<file path="config.mk">
export PLATFORM = sky130hd
export DESIGN_NAME = enc_rr_arbiter
export DESIGN_NICKNAME = d
export VERILOG_FILES = /design/src/rtl/enc_rr_arbiter.sv
export SDC_FILE = /design/constraint.sdc
export NUM_CORES = 1
export LEC_CHECK = 0
export ABC_AREA = 1
export CORE_ASPECT_RATIO = 0.5
export CORE_MARGIN = 10
export CORE_UTILIZATION = 45
export CTS_CLUSTER_DIAMETER = 120
export DETAILED_ROUTE_END_ITERATION = 10
export GPL_TIMING_DRIVEN = 0
export PLACE_DENSITY = 0.69
export SYNTH_ARGS = -nofsm -noshare
export SYNTH_HDL_FRONTEND = slang
export SYNTH_SLANG_ARGS = --single-unit
</file>
<file path="constraint.sdc">
create_clock -name clk -period 5.9 [get_ports clk]
set_clock_uncertainty 0.05 [all_clocks]
set_input_delay 0.885 -clock clk [delete_from_list [all_inputs] [get_ports clk]]
set_output_delay 0.885 -clock clk [all_outputs]
set_load 0.005 [all_outputs]
</file>
<file path="src/rtl/enc_rr_arbiter.sv">
// ---------------------------------------------------------------------------
// enc_rr_arbiter
//   Round-robin arbiter that sequences up to N users of the shared 8-to-3
//   encoder datapath. The winner is presented both one-hot (gnt) and binary
//   encoded (gnt_idx), with bit k mapping to index k like the team encoder.
//   An owner keeps the grant while its request stays high. When others are
//   waiting, it keeps the grant for at most MAX_HOLD consecutive cycles.
//
// Ports
//   clk      in   1      rising-edge clock
//   rst      in   1      asynchronous, active-high reset
//   en       in   1      arbiter enable; low forces release of any grant
//   req      in   N      request vector, bit k = requester k
//   gnt      out  N      registered one-hot grant (or zero)
//   gnt_idx  out  IDX_W  binary index of the granted requester (0 when idle)
//   gnt_vld  out  1      high while gnt is non-zero
// ---------------------------------------------------------------------------
module enc_rr_arbiter #(
  parameter int N        = 8,
  parameter int IDX_W    = 3,
  parameter int MAX_HOLD = 4
) (
  input  logic             clk,
  input  logic             rst,
  input  logic             en,
  input  logic [N-1:0]     req,
  output logic [N-1:0]     gnt,
  output logic [IDX_W-1:0] gnt_idx,
  output logic             gnt_vld
);

  localparam int HC_W = $clog2(MAX_HOLD + 1);
  localparam logic [HC_W-1:0]  HOLD_MAX = HC_W'(MAX_HOLD);
  localparam logic [HC_W-1:0]  HOLD_ONE = HC_W'(1);
  localparam logic [IDX_W-1:0] IDX_ONE  = IDX_W'(1);

  typedef enum logic [0:0] {
    ST_IDLE  = 1'b0,
    ST_GRANT = 1'b1
  } state_t;

  // What the output process must do with the grant registers on this edge.
  typedef enum logic [1:0] {
    ACT_CLEAR = 2'd0,  // drop any grant, outputs to zero
    ACT_NEW   = 2'd1,  // grant the search winner starting at ptr_nxt_s
    ACT_KEEP  = 2'd2   // keep current owner, advance hold counter (saturating)
  } act_t;

  // Round-robin search: first set bit at or after 'start', wrapping mod N.
  function automatic logic [IDX_W-1:0] rr_pick(input logic [N-1:0]     r,
                                               input logic [IDX_W-1:0] start);
    logic [IDX_W-1:0] idx;
    logic [IDX_W-1:0] pick;
    logic             found;
    pick  = '0;
    found = 1'b0;
    for (int i = 0; i < N; i++) begin
      idx = start + IDX_W'(i);
      if (!found && r[idx]) begin
        pick  = idx;
        found = 1'b1;
      end else begin
        found = found;
      end
    end
    return pick;
  endfunction

  // Index to one-hot decode, same bit-to-index mapping as the encoder.
  function automatic logic [N-1:0] to_onehot(input logic [IDX_W-1:0] idx);
    logic [N-1:0] v;
    v      = '0;
    v[idx] = 1'b1;
    return v;
  endfunction

  state_t           state_r;
  state_t           state_nxt_s;
  act_t             act_s;
  logic [IDX_W-1:0] ptr_r;
  logic [IDX_W-1:0] ptr_nxt_s;
  logic [HC_W-1:0]  hold_cnt_r;
  logic [HC_W-1:0]  hold_cnt_nxt_s;
  logic [N-1:0]     gnt_r;
  logic [N-1:0]     gnt_nxt_s;
  logic [IDX_W-1:0] gnt_idx_r;
  logic [IDX_W-1:0] gnt_idx_nxt_s;
  logic             gnt_vld_r;
  logic             gnt_vld_nxt_s;

  logic             req_any_s;
  logic             owner_req_s;
  logic             others_s;
  logic [IDX_W-1:0] owner_nxt_s;
  logic [IDX_W-1:0] pick_s;

  assign req_any_s   = |req;
  assign owner_req_s = req[gnt_idx_r];
  // gnt_r is one-hot on the owner, so masking it leaves only waiting requesters.
  assign others_s    = |(req & ~gnt_r);
  assign owner_nxt_s = gnt_idx_r + IDX_ONE;
  assign pick_s      = rr_pick(req, ptr_nxt_s);

  // State, pointer, hold counter and registered outputs.
  always_ff @(posedge clk or posedge rst) begin
    if (rst) begin
      state_r    <= ST_IDLE;
      ptr_r      <= '0;
      hold_cnt_r <= '0;
      gnt_r      <= '0;
      gnt_idx_r  <= '0;
      gnt_vld_r  <= 1'b0;
    end else begin
      state_r    <= state_nxt_s;
      ptr_r      <= ptr_nxt_s;
      hold_cnt_r <= hold_cnt_nxt_s;
      gnt_r      <= gnt_nxt_s;
      gnt_idx_r  <= gnt_idx_nxt_s;
      gnt_vld_r  <= gnt_vld_nxt_s;
    end
  end

  // Next-state decision: state, search pointer and grant action.
  always_comb begin
    state_nxt_s = state_r;
    ptr_nxt_s   = ptr_r;
    act_s       = ACT_CLEAR;
    case (state_r)
      ST_IDLE: begin
        if (en && req_any_s) begin
          state_nxt_s = ST_GRANT;
          act_s       = ACT_NEW;
        end else begin
          state_nxt_s = ST_IDLE;
          act_s       = ACT_CLEAR;
        end
      end
      ST_GRANT: begin
        if (!en) begin
          // Forced release; the pointer is deliberately left where it was.
          state_nxt_s = ST_IDLE;
          act_s       = ACT_CLEAR;
        end else if (!owner_req_s) begin
          // Owner released: next search starts just past it, back-to-back if possible.
          ptr_nxt_s = owner_nxt_s;
          if (req_any_s) begin
            state_nxt_s = ST_GRANT;
            act_s       = ACT_NEW;
          end else begin
            state_nxt_s = ST_IDLE;
            act_s       = ACT_CLEAR;
          end
        end else if ((hold_cnt_r == HOLD_MAX) && others_s) begin
          // Forced rotation. Another bit is set, so the search from owner+1
          // hits it before wrapping back to the owner.
          ptr_nxt_s   = owner_nxt_s;
          state_nxt_s = ST_GRANT;
          act_s       = ACT_NEW;
        end else begin
          state_nxt_s = ST_GRANT;
          act_s       = ACT_KEEP;
        end
      end
      default: begin
        state_nxt_s = ST_IDLE;
        ptr_nxt_s   = '0;
        act_s       = ACT_CLEAR;
      end
    endcase
  end

  // Next values of the registered grant outputs and hold counter.
  always_comb begin
    gnt_nxt_s      = '0;
    gnt_idx_nxt_s  = '0;
    gnt_vld_nxt_s  = 1'b0;
    hold_cnt_nxt_s = '0;
    case (act_s)
      ACT_CLEAR: begin
        gnt_nxt_s      = '0;
        gnt_idx_nxt_s  = '0;
        gnt_vld_nxt_s  = 1'b0;
        hold_cnt_nxt_s = '0;
      end
      ACT_NEW: begin
        gnt_nxt_s      = to_onehot(pick_s);
        gnt_idx_nxt_s  = pick_s;
        gnt_vld_nxt_s  = 1'b1;
        hold_cnt_nxt_s = HOLD_ONE;
      end
      ACT_KEEP: begin
        gnt_nxt_s     = gnt_r;
        gnt_idx_nxt_s = gnt_idx_r;
        gnt_vld_nxt_s = gnt_vld_r;
        if (hold_cnt_r < HOLD_MAX) begin
          hold_cnt_nxt_s = hold_cnt_r + HOLD_ONE;
        end else begin
          hold_cnt_nxt_s = HOLD_MAX;
        end
      end
      default: begin
        gnt_nxt_s      = '0;
        gnt_idx_nxt_s  = '0;
        gnt_vld_nxt_s  = 1'b0;
        hold_cnt_nxt_s = '0;
      end
    endcase
  end

  assign gnt     = gnt_r;
  assign gnt_idx = gnt_idx_r;
  assign gnt_vld = gnt_vld_r;

endmodule
</file>
; After elaboration in Yosys (flattened, before gate mapping)
; Cells that the tools add are included.
[classes]
magnitude_cmp = 12
n_bitwise = 3
n_eq_ne = 3
muxes = 55
shift = 0
n_div = 0
mul = 0
n_reduce_logical = 19
add_sub_neg = 9
[ops]
columns = operator, n
row1 = "< comparator 3 x 4 -> 1 bit, second input constant", 10
row2 = two-way mux 3 bit, 13
row3 = binary-select mux 1 bit (select 3 bit), 9
row4 = two-way mux 1 bit, 23
row5 = case mux 8 bit (2 select lines), 1
row6 = OR reduction 8 bit, 2
row7 = "adder 3 bit, second input constant", 4
row8 = case mux 3 bit (2 select lines), 2
row9 = logical AND 1 bit, 10
row10 = "adder 3 x 1 -> 3 bit, second input constant", 3
row11 = bitwise AND 8 bit, 1
row12 = inverter 8 bit, 1
row13 = zero test 1 bit, 7
row14 = "adder 3 x 2 -> 3 bit, second input constant", 2
row15 = two-way mux 2 bit, 3
row16 = case mux 1 bit (2 select lines), 2
row17 = case mux 2 bit (2 select lines), 1
row18 = demux 1 bit (select 3 bit), 1
row19 = "equality test 3 bit, second input constant", 1
row20 = ">= comparator 3 x 1 -> 1 bit, second input constant", 1
row21 = "< comparator 3 bit, second input constant", 1
row22 = "equality test 2 x 1 -> 1 bit, second input constant", 1
row23 = "equality test 2 bit, second input constant", 1
row24 = inverter 1 bit, 1
[totals]
output_inout_bits = 12
input_bits = 11
mem_bits_rw = 0
latchBits = 0
memories = 0
romBits = 0
register_bits = 19
word_cells = 107

; Depth between registers and ports, before layout
; Gate-level depths: netlist of run 1.
[depth]
ltp_word = 37
depth_mapped = 29
depth_no_buf = 28

; Worst setup path before layout of run 1
; Ideal clock, no wire load.
[synth_timing]
path_type = input-to-reg
startpoint = in req[3]
endpoint = reg gnt_r[4], in the netlist gnt[4]
slack_ns = 2.641
setup_time_ns = 0.116
t_arrival_ns = 3.093
cell_stages = 24
path_cell_list = nand2_1 > nand3_1 > nand3_2 > nand2_2 > nand2_4 > nand2_4 > nand2_1 > nand2_1 > buf_4 > ha_1 > inv_1 > nand2_1 > nand3_1 > nand2_1 > nor2_2 > nand4_2 > nor2_4 > nand2_1 > nand3b_2 > nand2_1 > nand2_2 > inv_2 > nand2_1 > nand2_1
[synth_via]
elab_chain_len = 36
elab_cells_between_ends = 77
[synth_lines]
columns = element, line_no
row1 = "start, declared", 26  ; input logic [N-1:0] req,
row2 = branches (longest 36 deep; another with adder 3 x 1 -> 3 bit), --
row3 = "end signal, assigned", 117  ; gnt_r <= gnt_nxt_s;
row4 = "end, declared", 84  ; logic [N-1:0] gnt_r;
; Parallel ways; which one is timed is not known. The select of a mux whose other input is x is not followed.
; A chain may end at the register's enable or synchronous reset.

; Final worst setup path of run 1
; Same ends and word-level chain as after synthesis.

==> flow_summary_export.csv, run 1 <==
group,metric,value,unit
setup_path,path_depth,26,
floorplan,floorplan.die_area,0.00781,mm²
floorplan,coreArea,0.00440,mm²
floorplan,boundaryPins,23,
grt,grt_remaining_overflow,0,
layout,areaGrowthSynthToFinish,16.6,%
sta,worst_slew_pin_slew,0.737,ns
yosys,post_synth_main_area_contributors,"sky130_fd_sc_hd__dfrtp_1 23%, sky130_fd_sc_hd__nand2_1 20%, sky130_fd_sc_hd__nand3_1 17%, sky130_fd_sc_hd__inv_1 8.3%, sky130_fd_sc_hd__ha_1 4.3%",
yosys,netlist_area,0.00205,mm²
placed_design,place_hpwl,4660,µm
sta,min_period_over_period,70.0,%
yosys,netlist-cell-type-count,33,
power,power.static_leakage,1.25,nW
power,power_density,620,mW/mm²
grt,grtUsageTotal,15.6,%
grt,antenna_found_initial,0,
yosys,syn_inst,333,
placed_design,buffer_ports.inserted,22,
worst_hold_path,timing.hold.worst_path_depth,2,
clock_tree,cts_tree,"yes",
floorplan,die_w,115,µm
sta,tns,0,ns
setup_path,worstPathRequired,6.01,ns
setup_path,timing.critical_path.from_type,"input port",
clock_tree,postCtsHoldBufs,0,
route,routed_wirelength,5870,µm
placed_design,dp_slack,1.55,ns
route,remaining_drc_errors,0,
power,worst_ir_drop_vdd,0.000222,V
route,wl_cell,14.1,µm
worst_hold_path,type_of_the_most_critical_hold_path,"reg2reg",
layout,final_core_utilization,54.2,%
setup_path,timing.critical_path.fanout_max,10,
setup_path,cp_capture_type,"flop",
route,route.antenna.remaining_nets,0,
grt,largest_net_degree_at_the_start_of_global_routing,20,
yosys,seq_area_frac_synth,23.2,%
sta,timing.max_slew.rel_slack,50.8,%
sta,grt_setup_unrepaired,"no",
setup_path,critical_path.top_delay_family,"simple AND/OR/NAND/NOR gates",
clock_tree,number_of_levels_in_the_clock_h_tree,1,
setup_path,crit_path_frequent_cell,"sky130_fd_sc_hd__nand2_1",
clock_tree,cell_chosen_for_the_clock_root,"sky130_fd_sc_hd__clkbuf_8",
sta,slew_viol_final,0,
sta,final_critical_path_setup_slack,1.77,ns
setup_path,cpPeakStageDelay,0.64,ns
setup_path,cp.arrival,4.25,ns
yosys,synthesis.yosys.warnings,0,
layout,final_net_count,378,
yosys,synth.largest_area_cell,"sky130_fd_sc_hd__dfrtp_1",
clock_tree,numClockSinks,19,
setup_path,slowest_stage,"sky130_fd_sc_hd__clkdlybuf4s50_1",
clock_tree,post_cts.repair.setup_buffers,0,
yosys,syn_area_per_cell,6.15,µm²
clock_tree,worstSkewPairLatency,0.26,ns
yosys,ys_ff_latch,19,
route,first_iter_violations,140,
flow_run,max_cap_violations,0,
clock_tree,cts.path.max_buffers,2,
sta,final-hold-violation-count,0,
run_status,run_status,"finished clean",
floorplan,start_util,46.5,%
grt,first_global_vias,2023,
layout,antenna-diode-count,0,
clock_tree,cts_resized,0,
sta,timing.fmax,242,MHz
route,detailedRoute.firstPassIterationCount,5,
sta,setup_viol,0,
clock_tree,cts_made_buffers,3,
placed_design,routabilityCongestion,0.893,
setup_path,crit_buf_inv,4,
route,avg_vias_per_cell,5.19,
floorplan,dieHeight,67.7,µm
yosys,netlist.area_leader.share,23.2,%
yosys,syn-num-nets,351,
setup_path,path_class,"in2reg",
clock_tree,worst_setup_hold_path_clk_slew,0.08,ns
grt,grt_pass1_wl,9830,µm
route,route.vias.total,2160,
floorplan,rows,17,
layout,layout-drive-gt1-share,12.8,%
setup_path,worstRegToRegCells,25,
sta,period_needed,4.13,ns
-- Yosys cell counts --
library cell                 n
sky130_fd_sc_hd__nand2_1   111
sky130_fd_sc_hd__nand3_1    68
sky130_fd_sc_hd__inv_1      45
sky130_fd_sc_hd__dfrtp_1    19
sky130_fd_sc_hd__nor2_1     14
sky130_fd_sc_hd__nand2_2    12
sky130_fd_sc_hd__nand3_2     8
sky130_fd_sc_hd__ha_1        7
sky130_fd_sc_hd__inv_2       5
sky130_fd_sc_hd__nand2_4     5
sky130_fd_sc_hd__nand4_1     5
sky130_fd_sc_hd__o21ai_0     4
sky130_fd_sc_hd__nor2_2      3
sky130_fd_sc_hd__o21bai_1    3
sky130_fd_sc_hd__a21oi_1     2
sky130_fd_sc_hd__buf_4       2
sky130_fd_sc_hd__buf_6       2
sky130_fd_sc_hd__o21ai_1     2
sky130_fd_sc_hd__xnor2_1     2
sky130_fd_sc_hd__a211oi_1    1
sky130_fd_sc_hd__a21boi_0    1
sky130_fd_sc_hd__buf_2       1
sky130_fd_sc_hd__clkbuf_1    1
sky130_fd_sc_hd__clkinv_1    1
sky130_fd_sc_hd__nand3b_1    1
sky130_fd_sc_hd__nand3b_2    1
sky130_fd_sc_hd__nand4_2     1
sky130_fd_sc_hd__nor2_4      1
sky130_fd_sc_hd__nor3b_1     1
sky130_fd_sc_hd__o22ai_1     1
sky130_fd_sc_hd__o32ai_1     1
sky130_fd_sc_hd__or2_2       1
sky130_fd_sc_hd__xor2_1      1
-- sequential cells by signal (all words and copies together), names as in the netlist --
| name | cells |
|---|---|
| gnt | 8 |
| gnt_idx | 3 |
| hold_cnt_r | 3 |
| ptr_r | 3 |
| gnt_vld | 1 |
| state_r | 1 |
-- path summary, 6_finish.rpt --
kind | slack, ns | startpoint | to
worst max-delay path | 1.77 | req[3] | gnt[4]
min in group asynchronous | 0.99 | rst | state_r
worst max register to register | 2.42 | gnt_idx[0] | gnt[4]
worst min-delay path | 0.45 | gnt_vld | gnt_vld
worst min register to register | 0.45 | gnt_vld | gnt_vld
max in group asynchronous | 4.35 | rst | gnt[2]
-- metal layers --
| metal | share of wire [%] | track usage, % |
|---|---|---|
| met1 | 47 | 20.8 |
| met2 | 45 | 26.2 |
| met3 | 6.5 | 2.74 |
| met4 | 0.63 | 2.98 |
| met5 | 0 | 0 |
-- through the flow --
step | hold slack [ns] | total power [mW] | cell area, µm² | std cells
6_report | 0.445 | 1.48 | 2390 | 416
3_5_place_dp | 0.423 | 1.37 | 2340 | 412
3_3_place_gp | 0.417 | 1.35 | 2340 | 412
4_1_cts | 0.451 | 1.47 | 2390 | 416
2_1_floorplan | 0.400 | 1.08 | 2050 | 333
5_1_grt | 0.471 | 1.65 | 2390 | 416
-- cell usage in the layout, fill, tap and decap left out, types with 2 or more instances in the layout --
cell type / count
sky130_fd_sc_hd__clkdlybuf4s50_1: 22
sky130_fd_sc_hd__nor2_1: 14
sky130_fd_sc_hd__inv_1: 45
sky130_fd_sc_hd__a21oi_1: 2
sky130_fd_sc_hd__o21ai_0: 4
sky130_fd_sc_hd__o21ai_1: 2
sky130_fd_sc_hd__nand2_4: 5
sky130_fd_sc_hd__dfrtp_1: 19
sky130_fd_sc_hd__clkbuf_8: 3
sky130_fd_sc_hd__nand3_2: 8
sky130_fd_sc_hd__ha_1: 7
sky130_fd_sc_hd__nand4_1: 5
sky130_fd_sc_hd__o21bai_1: 3
sky130_fd_sc_hd__nor2_2: 3
sky130_fd_sc_hd__xnor2_1: 2
sky130_fd_sc_hd__nand3_1: 68
sky130_fd_sc_hd__inv_2: 5
sky130_fd_sc_hd__nand2_1: 111
sky130_fd_sc_hd__buf_4: 2
sky130_fd_sc_hd__buf_6: 2
sky130_fd_sc_hd__nand2_2: 12
-- power breakdown --
part,switching (mW),internal (mW)
clock network,0.0512,0.0478
logic,0.796,0.393
registers,0.0278,0.166
-- cell type report --
cell class                 instances  area, µm²
timing repair buffer              22        220
clock inverter                     1       7.51
fill                             449       2020
clock buffer                       3       41.3
buffer                             6       46.3
tap                               57       71.3
sequential                        19        475
inverter                          51        191
multi-input combinational        257       1330
-- worst min-delay path: cells and delay by family, from the launching register on --
family | cells | cell delay, ns
simple gates | 2 | 0.10
flops | 1 | 0.36
-- cells by family after synthesis --
logic type      share of synthesized area, %
fa+ha+maj                               4.28
compound gates                          4.52
buf+inv                                 11.6
flops                                   23.2
xor+xnor                                1.28
simple gates                            55.1
(Power assumes the default switching activity.)
==> run 2: changes to the inputs <==
==> constraint.sdc (replaced) <==
create_clock -name clk -period 4 [get_ports clk]
set_clock_uncertainty 0.05 [all_clocks]
set_input_delay 0.6 -clock clk [delete_from_list [all_inputs] [get_ports clk]]
set_output_delay 0.6 -clock clk [all_outputs]
set_load 0.005 [all_outputs]
==> run 2 against run 1 <==
Count of clock-buffer cells in the layout did not move. Cell count did not move. Non-clock buffer count did not move. Utilization rose by 0.91 points. Final area rose by 1.7%. Sequential power rose by 48%. Worst hold slack got worse by 0.00081 ns. Via count rose by 0.28%. Clock power rose by 45%. Worst setup slack got worse by 1.4 ns. Critical endpoint unchanged. Combinational power rose by 52%.
==> flow_summary_export.csv, run 2 (synthesis results as in run 1) <==
group,metric,value,unit
setup_path,crit_buf_inv,3,
floorplan,boundaryPins,23,
power,post_route_total_power,2.23,mW
layout,antenna-diode-count,0,
clock_tree,numClockSinks,19,
power,worst_ir_drop_vdd,0.000331,V
clock_tree,worstSkewPairLatency,0.26,ns
setup_path,critical_path.top_delay_family,"simple AND/OR/NAND/NOR gates",
route,route.antenna.remaining_nets,0,
sta,worst_slew_pin_slew,0.736,ns
setup_path,critical_path.startpoint,"req[4]",
clock_tree,post_cts.repair.setup_buffers,0,
layout,layout-drive-gt1-share,13.9,%
route,remaining_drc_errors,0,
setup_path,critical_path.reg2reg.endpoint,"gnt[4]",
grt,grt_pass1_wl,9830,µm
route,first_iter_violations,139,
setup_path,path_class,"in2reg",
setup_path,worstRegToRegCells,24,
grt,grtUsageTotal,15.6,%
sta,timing.max_slew.rel_slack,50.9,%
sta,grt_setup_unrepaired,"no",
grt,largest_net_degree_at_the_start_of_global_routing,20,
power,power.static_leakage,1.31,nW
placed_design,buffer_ports.inserted,22,
floorplan,rows,17,
layout,layout.cells.most_common,"sky130_fd_sc_hd__nand2_1",
setup_path,crit_path_frequent_cell,"sky130_fd_sc_hd__nand2_1",
layout,layout.cells.most_common_list,"110 x sky130_fd_sc_hd__nand2_1, 68 x sky130_fd_sc_hd__nand3_1, 44 x sky130_fd_sc_hd__inv_1",
clock_tree,number_of_levels_in_the_clock_h_tree,1,
layout,final_net_count,378,
sta,timing.fmax,274,MHz
route,avg_vias_per_cell,5.21,
sta,slew_viol_final,0,
floorplan,dieHeight,67.7,µm
grt,antenna_found_initial,0,
setup_path,cpPeakStageDelay,0.55,ns
clock_tree,cts.path.max_buffers,2,
sta,period_needed,3.65,ns
placed_design,place_hpwl,4660,µm
floorplan,coreArea,0.00440,mm²
clock_tree,cts_made_buffers,3,
setup_path,cp_capture_type,"flop",
power,power_density,921,mW/mm²
setup_path,r2r_start,"gnt_idx[0]",
grt,grt_remaining_overflow,0,
setup_path,slowest_stage,"sky130_fd_sc_hd__clkdlybuf4s50_1",
setup_path,timing.critical_path.from_type,"input port",
worst_hold_path,type_of_the_most_critical_hold_path,"reg2reg",
clock_tree,cell_chosen_for_the_clock_root,"sky130_fd_sc_hd__clkbuf_8",
layout,largest_reg_flops,8,
grt,first_global_vias,2023,
setup_path,timing.critical_path.fanout_max,10,
setup_path,cp.arrival,3.76,ns
layout,areaGrowthSynthToFinish,18.6,%
clock_tree,cts_tree,"yes",
placed_design,routabilityCongestion,0.893,
route,wl_cell,14.1,µm
setup_path,endpoint,"gnt[4]",
run_status,run_status,"finished clean",
sta,setup_viol,0,
sta,min_period_over_period,91.2,%
sta,final-hold-violation-count,0,
floorplan,floorplan.die_area,0.00781,mm²
route,routed_wirelength,5860,µm
route,route.vias.total,2166,
setup_path,r2r_slack,0.62,ns
floorplan,die_w,115,µm
route,detailedRoute.firstPassIterationCount,4,
flow_run,max_cap_violations,0,
layout,layout.filler_cells,447,
sta,tns,0,ns
floorplan,start_util,46.5,%
setup_path,worstPathRequired,4.11,ns
setup_path,path_depth,25,
clock_tree,worst_setup_hold_path_clk_slew,0.08,ns
## run 2: report_power, final
group          internal, mW  switching [mW]
logic                 0.603            1.20
clock network        0.0704          0.0737
registers             0.244          0.0410
## run 2: metrics by stage
| stage | hold slack, ns | std cells | worst slack (ns) | utilization [%] | instance area, µm² |
|---|---|---|---|---|---|
| final | 0.444 | 416 | 0.353 | 55.1 | 2430 |
| after global routing | 0.471 | 416 | 0.0294 | 55.1 | 2430 |
| after CTS | 0.451 | 416 | 0.201 | 54.2 | 2390 |
| after detailed placement | 0.423 | 412 | -0.0661 | 53.1 | 2340 |
| after global placement | 0.417 | 412 | -0.0150 | 53.1 | 2340 |
| after floorplan | 0.400 | 333 | 1.03 | - | 2050 |
## run 2: worst min path at each step
stage | cells after the start | slack [ns] | from | endpoint
2_1_floorplan | 1 | 0.40 | hold_cnt_r[2] | hold_cnt_r[1]
3_3_place_gp | 2 | 0.42 | gnt_vld | gnt_vld
3_5_place_dp | 2 | 0.42 | gnt_vld | gnt_vld
4_1_cts | 2 | 0.45 | gnt_vld | gnt_vld
5_1_grt | 1 | 0.47 | hold_cnt_r[2] | hold_cnt_r[1]
6_report | 2 | 0.44 | gnt_vld | gnt_vld
## run 2: area by class of cell
| class | count | area [µm²] | area share, % |
|---|---|---|---|
| flip-flops and latches | 19 | 475 | 19.6 |
| plain buffers | 6 | 50.0 | 2.06 |
| clock inverters | 1 | 7.51 | 0.309 |
| multi-input cells | 257 | 1360 | 55.8 |
| well taps | 57 | 71.3 | 2.94 |
| repair buffers | 22 | 235 | 9.69 |
| clock buffers | 3 | 41.3 | 1.70 |
| inverters | 51 | 191 | 7.89 |
## run 2: metal layers
| layer | track usage (%) | routed length, µm |
|---|---|---|
| met4 | 2.98 | 40 |
| met5 | 0 | 0 |
| met3 | 2.74 | 296 |
| met1 | 20.8 | 2860 |
| met2 | 26.2 | 2660 |
## run 2: worst min-delay path: stages, from the launching register on
cell	delay, ns
sky130_fd_sc_hd__dfrtp_1	0.36
sky130_fd_sc_hd__nand2_1	0.05
sky130_fd_sc_hd__nand2_1	0.05
## run 2: what timing repair did
action,4_1_cts,5_1_grt
hold buffers,0,0
resized for setup,0,14
endpoints found under the setup margin,0,11
==> run 3: changes to the inputs <==
--- a/config.mk
+++ b/config.mk
@@ -6,6 +6,7 @@
 export NUM_CORES = 1
 export LEC_CHECK = 0
 export ABC_AREA = 1
+export CAP_MARGIN = 25
 export CORE_ASPECT_RATIO = 0.5
 export CORE_MARGIN = 10
 export CORE_UTILIZATION = 45
@@ -13,6 +14,7 @@
 export DETAILED_ROUTE_END_ITERATION = 10
 export GPL_TIMING_DRIVEN = 0
 export PLACE_DENSITY = 0.69
+export SLEW_MARGIN = 30
 export SYNTH_ARGS = -nofsm -noshare
 export SYNTH_HDL_FRONTEND = slang
 export SYNTH_SLANG_ARGS = --single-unit
==> results of run 3 <==
No change in the layout: final DEF, timing and power equal those of run 2.
